### src/rtl/mul_pkg.sv
// Shared types and helpers for the iterative shift-add multiplier.
// The helpers work on widths up to MAX_W so one definition serves every W.
package mul_pkg;

  localparam int MAX_W  = 64;
  localparam int MAX_PW = 2 * MAX_W;

  typedef enum logic [1:0] {
    IDLE,
    BUSY,
    DONE
  } state_t;

  // Magnitude of a w-bit operand. In signed mode a negative value is negated
  // within w bits, so the most negative value maps onto 2^(w-1).
  function automatic logic [MAX_W-1:0] abs_w(input logic [MAX_W-1:0] value,
                                             input logic is_signed,
                                             input int w);
    logic [MAX_W-1:0] mask;
    logic             sign;
    mask = {MAX_W{1'b1}} >> (MAX_W - w);
    sign = |(value & (MAX_W'(1) << (w - 1)));
    if (is_signed && sign) begin
      abs_w = (~value + MAX_W'(1)) & mask;
    end else begin
      abs_w = value & mask;
    end
  endfunction

  // A 2w-bit product fits in w bits when, unsigned, its upper half is zero,
  // or, signed, its top w+1 bits are all copies of the sign bit.
  function automatic logic ovf_chk(input logic [MAX_PW-1:0] p,
                                   input logic is_signed,
                                   input int w);
    logic [MAX_PW-1:0] upper;
    logic [MAX_PW-1:0] ones;
    if (is_signed) begin
      upper   = p >> (w - 1);
      ones    = {MAX_PW{1'b1}} >> (MAX_PW - (w + 1));
      ovf_chk = (upper != '0) && (upper != ones);
    end else begin
      ovf_chk = (p >> w) != '0;
    end
  endfunction

endpackage

### src/rtl/seq_multiplier.sv
// Iterative shift-add multiplier with valid/ready on both sides.
// One W+1-bit adder; W iteration cycles plus one finish cycle per product.
// Supports W up to mul_pkg::MAX_W.
module seq_multiplier #(
  parameter int W = 16
) (
  input  logic           clk,
  input  logic           rst,
  input  logic           in_valid,
  output logic           in_ready,
  input  logic [W-1:0]   a,
  input  logic [W-1:0]   b,
  input  logic           is_signed,
  output logic           out_valid,
  input  logic           out_ready,
  output logic [2*W-1:0] p,
  output logic [W-1:0]   y,
  output logic           ovf
);

  import mul_pkg::*;

  localparam int CW = $clog2(W + 1);

  state_t         state;
  state_t         next_state;
  logic [CW-1:0]  cnt;
  logic [W-1:0]   acc_hi;
  logic [W-1:0]   mplier;
  logic [W-1:0]   mcand;
  logic           neg;
  logic           sgn_mode;
  logic [W:0]     sum;
  logic [2*W-1:0] prod;
  logic [2*W-1:0] prod_final;
  logic           ovf_next;

  // State register
  always_ff @(posedge clk) begin
    if (rst) begin
      state <= IDLE;
    end else begin
      state <= next_state;
    end
  end

  // Next-state and handshake outputs; BUSY ends after the finish cycle
  always_comb begin
    next_state = state;
    in_ready   = 1'b0;
    out_valid  = 1'b0;
    case (state)
      IDLE: begin
        in_ready = 1'b1;
        if (in_valid) next_state = BUSY;
      end
      BUSY: begin
        if (cnt == CW'(W)) next_state = DONE;
      end
      DONE: begin
        out_valid = 1'b1;
        if (out_ready) next_state = IDLE;
      end
      default: next_state = IDLE;
    endcase
  end

  // Adder, full unsigned product and sign-corrected result with its overflow flag
  always_comb begin
    sum        = {1'b0, acc_hi} + (mplier[0] ? {1'b0, mcand} : '0);
    prod       = {acc_hi, mplier};
    prod_final = neg ? -prod : prod;
    ovf_next   = ovf_chk(MAX_PW'(prod_final), sgn_mode, W);
  end

  // Operand latch at accept, one shift-add step per BUSY cycle, result capture on finish
  always_ff @(posedge clk) begin
    if (rst) begin
      cnt      <= '0;
      acc_hi   <= '0;
      mplier   <= '0;
      mcand    <= '0;
      neg      <= 1'b0;
      sgn_mode <= 1'b0;
      p        <= '0;
      ovf      <= 1'b0;
    end else begin
      case (state)
        IDLE: begin
          if (in_valid) begin
            mcand    <= W'(abs_w(MAX_W'(a), is_signed, W));
            mplier   <= W'(abs_w(MAX_W'(b), is_signed, W));
            neg      <= is_signed & (a[W-1] ^ b[W-1]);
            sgn_mode <= is_signed;
            acc_hi   <= '0;
            cnt      <= '0;
          end
        end
        BUSY: begin
          if (cnt == CW'(W)) begin
            p   <= prod_final;
            ovf <= ovf_next;
            cnt <= '0;
          end else begin
            acc_hi <= sum[W:1];
            mplier <= {sum[0], mplier[W-1:1]};
            cnt    <= cnt + CW'(1);
          end
        end
        default: ;
      endcase
    end
  end

  assign y = p[W-1:0];

endmodule

### config.mk
export PLATFORM = sky130hd
export DESIGN_NAME = seq_multiplier
export DESIGN_NICKNAME = d
export VERILOG_FILES = /design/src/rtl/mul_pkg.sv /design/src/rtl/seq_multiplier.sv
export SDC_FILE = /design/constraint.sdc
export NUM_CORES = 1
export LEC_CHECK = 0
export CAP_MARGIN = 20
export CORE_MARGIN = 8
export CORE_UTILIZATION = 56
export CTS_BUF_LIST = sky130_fd_sc_hd__clkbuf_8
export CTS_CLUSTER_SIZE = 10
export DETAILED_ROUTE_END_ITERATION = 8
export PLACE_DENSITY_LB_ADDON = 0.3
export SLEW_MARGIN = 5
export SYNTH_ARGS = -nofsm -noshare
export SYNTH_HDL_FRONTEND = slang
export SYNTH_SLANG_ARGS = --single-unit
### constraint.sdc
create_clock -name clk -period 3.5 [get_ports clk]
set_clock_uncertainty 0.1 [all_clocks]
set_input_delay 0.35 -clock clk [delete_from_list [all_inputs] [get_ports clk]]
set_output_delay 0.35 -clock clk [all_outputs]
set_load 0.03 [all_outputs]
======== Word level (Yosys, flattened, before mapping) ========
Cells that the tools add are included.
word-level totals
  flip-flop bits (word level) ............. 90
  input port bits ......................... 37
  output and inout bits ................... 51
  word-level logic and storage cells ...... 58
cells by class
  $add $sub $neg .......................... 5
  eq/ne operators ......................... 8
  muxes and demuxes ....................... 20
  bitwise logic cells ..................... 4
  reductions and logical operators ........ 12
operators by type and width
  kind                                                  number
  nonzero test 128 bit                                  2
  two-way mux 16 bit                                    7
  one-hot mux 16 bit (2 select lines)                   2
  adder 16 x 1 -> 16 bit (second input constant)        2
  two-way mux 32 bit                                    1
  negation 32 bit                                       1
  inverter 16 bit                                       2
  adder 16 x 16 -> 17 bit                               1
  inequality test 17 bit (second input constant)        1
  two-way mux 5 bit                                     2
  one-hot mux 5 bit (2 select lines)                    1
  inequality test 2 bit (second input constant)         4
  two-way mux 2 bit                                     3
  one-hot mux 2 bit (3 select lines)                    1
  AND reduction 2 bit                                   3
  AND reduction 3 bit                                   2
  adder 5 x 1 -> 5 bit (second input constant)          1
  equality test 5 bit (second input constant)           1
  logical AND 1 bit                                     3
  two-way mux 1 bit                                     3
  equality test 2 x 1 -> 1 bit (second input constant)  1
  equality test 2 bit (second input constant)           1
  zero test 2 bit                                       1
  nonzero test 2 bit                                    1
  2 further kinds                                       2

======== Logic depth before layout (Yosys ltp) ========
  word-level depth ........................ 5
  mapped depth ............................ 13
  mapped depth without buffers ............ 12

======== Worst setup path after synthesis ========
No wires, ideal clock.
  path kind ............................... register -> register
  start ................................... register acc_hi[0]
  end ..................................... register ovf
  library setup time ...................... 0.131 ns
  data arrival time ....................... 2.965 ns
  required time ........................... 3.269 ns
  path slack .............................. 0.304 ns
  stages on the path, launching flop included .. 10
  buffers on the path ..................... 1
  period minus slack after synthesis ...... 3.196 ns
  path through ............................ dfxtp_1 > or4_4 > or4_4 > buf_6 > or3_4 > o41ai_4 > xor2_1 > or3_2 > nor3_1 > o41ai_2
on the way
  cells in the longest elaborated chain, start to end .. 5
  elaborated cells on any way between the ends .. 7
  those cells by class .................... add/sub (1); eq/ne (1); mux (2); reduce/logical (3)
RTL lines
  element                                                         RTL line               source
  start, declared                                                 seq_multiplier.sv:28   logic [W-1:0] acc_hi;
  start signal, assigned                                          seq_multiplier.sv:105  acc_hi <= sum[W:1];
  negation 32 bit                                                 seq_multiplier.sv:72   prod_final = neg ? -prod : prod;
  two-way mux 32 bit (*)                                          seq_multiplier.sv:72
  nonzero test 128 bit or inequality test 17 bit (tied branches)  mul_pkg.sv:40          ovf_chk = (upper != '0) && (upper != ones);
  logical AND 1 bit                                               mul_pkg.sv:40
  two-way mux 1 bit (*)                                           mul_pkg.sv:37          if (is_signed) begin
  end signal, assigned                                            seq_multiplier.sv:102  ovf <= ovf_next;
  end, declared                                                   seq_multiplier.sv:18   output logic ovf
Every way passes the cells marked *; elsewhere a longest branch is shown, timed or not.
A chain may end at the register's enable or synchronous reset.

======== Worst setup path after layout ========
Same ends and word-level chain as after synthesis.

==> metrics <==
buffer depth of the longest clock path=2; Synth area leaders=dfxtp_1, nor2_1, a211oi_1; Syn Nets=approximately 770; n_diodes=0; Worst-Skew Late Latency=approximately 0.37 ns; DR WL/cell=~15 um; hold path cells=2; min-delay src=mcand[0]; R2R cell count=8; Slew Limit Fails=0; Layout fillers=between 800 and 900; period utilization=0.9484; max_cap viols=0; R2R Setup Slk=approximately 0.18 ns; total setup buffers inserted after CTS=0; CTS sink cnt=90; htree depth=3; fin worst setup slack=between 0.15 and 0.2 ns; Die Span X=116.0 um; Mapped Area=roughly 0.0056 mm^2; Final Power=between 2 and 2.5 mW; WHS Endpoint=mcand[0]; CTS tree=yes; Clock transition at path regs=about 0.090 ns; worst slew pin tran=0.7839 ns; post-synth cell types=57; via count=approximately 5300; Worst setup EP type=flop; Placer Congestion=a little under 1; TritonCTS buffer count=9; Core ar.=roughly 0.0097 mm^2; Total Wirelength=13.85 mm; Core Rows=36; syn avg cell area=between 7 and 8 um^2; relative slew slack=0.4774; CP Class=flop to flop; first-pass GRT wire length=about 23 mm; layout cells sized above 1=0.05332; # setup viols final=0; GRT overflow=0; die area=0.01346 mm^2; min cycle time layout=roughly 3.3 ns; Yosys top cell by area=dfxtp_1; fmax=~0.30 GHz; number of synthesized flops with an enable pin=0; post-cts hold buffer count=0; Leakage Power=~2.4 nW; DPL Wire Length=~11 mm; CTS resizes=0; Hold Fails Final Rpt=0; IO Pins=88; FFs w/ async S/R, synth=0; crit-path max FO=9; 1st-iter DRT viols=roughly 380; Cells after Synth=just over 700; required time of the critical path=between 3 and 4 ns; pre-CTS WS=slightly below 0.2 ns; setup TNS=0 ns; Worst Path Arrival=between 3 and 4 ns; Worst setup SP type=flop; most common cell in the synthesized netlist=nor2_1; reg-to-reg endpoint=ovf; area delta synth->final=17.91%; ys flop type=dfxtp_1; DR pass1 iterations=5; GRT Total Usage=0.2039; CTS root buffer=clkbuf_8; RSZ-0062 raised after global routing=false; Via density=just under 6; largest net degree at the start of global routing=64; status=finished, final reports clean; pwr/cell area=~330 mW/mm^2; initial antenna violation count=0; Synth top area share=0.3215; Worst Hold Class=flop to flop; Die Y=about 120 um; Buffers on Ports=87; vias in the first global route=4999; Synth warnings=0; nets@finish=roughly 830; reg-to-reg critical path startpoint=acc_hi[0]; residual DRC count=0; top post-synthesis cells by count=nor2_1, dfxtp_1, a211oi_1, nand2_1, a21oi_1; maximum VDD drop=roughly 0.22 mV; initial core utilization=0.5760; Antenna Nets Post-Route=0; sequential share of the synthesized area=0.3215; Synth Register Bits=90
-- cells by family after synthesis --
kind of cell | synth area share
compound gates | 0.2275
mux | 0.001786
buf+inv | 0.06475
flops | 0.3215
fa+ha+maj | 0.05046
xor+xnor | 0.09533
simple gates | 0.2387
-- stage by stage --
| step | utilization | instance area, um^2 | hold WS [ns] | instances |
|---|---|---|---|---|
| finish | 0.6791 | 6608 | 0.3848 | 902 |
| global route | 0.6791 | 6608 | 0.4063 | 902 |
| CTS | 0.6791 | 6608 | 0.3830 | 902 |
| detailed placement | 0.6628 | 6449 | 0.3706 | 888 |
| global placement | 0.6628 | 6449 | 0.3480 | 888 |
| floorplan | - | 5604 | 0.3317 | 714 |
-- worst max path at each step --
stage,from,endpoint,cells past startpoint
after CTS,acc_hi[0],ovf,8
final,acc_hi[0],ovf,8
after detailed placement,acc_hi[0],ovf,8
after floorplan,acc_hi[0],ovf,9
after global placement,acc_hi[0],ovf,8
after global routing,acc_hi[0],ovf,8
-- placed cells by master (no fill, tap or decap), types with 17 or more instances in the layout --
| master | instances |
|---|---|
| nand2_1 | 54 |
| nor2_1 | 107 |
| dfxtp_1 | 90 |
| nand3_1 | 21 |
| o21ai_0 | 24 |
| and2_1 | 18 |
| a211oi_1 | 54 |
| a21oi_1 | 48 |
| inv_1 | 17 |
| clkdlybuf4s50_1 | 86 |
| ha_1 | 21 |
| xnor2_1 | 19 |
| xor2_1 | 42 |
-- layout make-up --
cell class | instances | area (um^2) | area share
flip-flops and latches | 90 | 1802 | 0.2727
clock buffers | 10 | 137.6 | 0.02083
clock inverters | 4 | 21.27 | 0.003219
multi-input cells | 548 | 3450 | 0.5221
inverters | 16 | 60.06 | 0.009089
well taps | 133 | 166.4 | 0.02518
repair buffers | 101 | 970.9 | 0.1469
-- power by group --
part	switching, mW	internal (mW)	total, mW
clock network	0.354	0.265	0.619
registers	0.0547	1.07	1.12
logic	0.270	0.189	0.458
total	0.678	1.52	2.20
-- routing by layer --
layer	up-vias	track usage	share of wire
li1	2657	-	-
met1	2429	0.2611	0.47
met2	178	0.3414	0.45
met3	14	0.04013	0.068
met4	0	0.05272	0.011
met5	-	0	0
-- flip-flops by register name, summed over array words and instances, names as in the netlist --
name	cells
cnt	5
mplier	16
sgn_mode	1
ovf	1
mcand	16
neg	1
state	2
acc_hi	16
p	32
-- critical path, stage by stage (launching register included) --
cell and delay [ns]:
dfxtp_1 0.38, or4_4 0.58, or4_4 0.49, or3_4 0.43, o41ai_4 0.31, xor2_1 0.15, or3_2 0.48, nor3_1 0.19
o41ai_2 0.08
No activity file was read; power rests on OpenSTA's default activity.
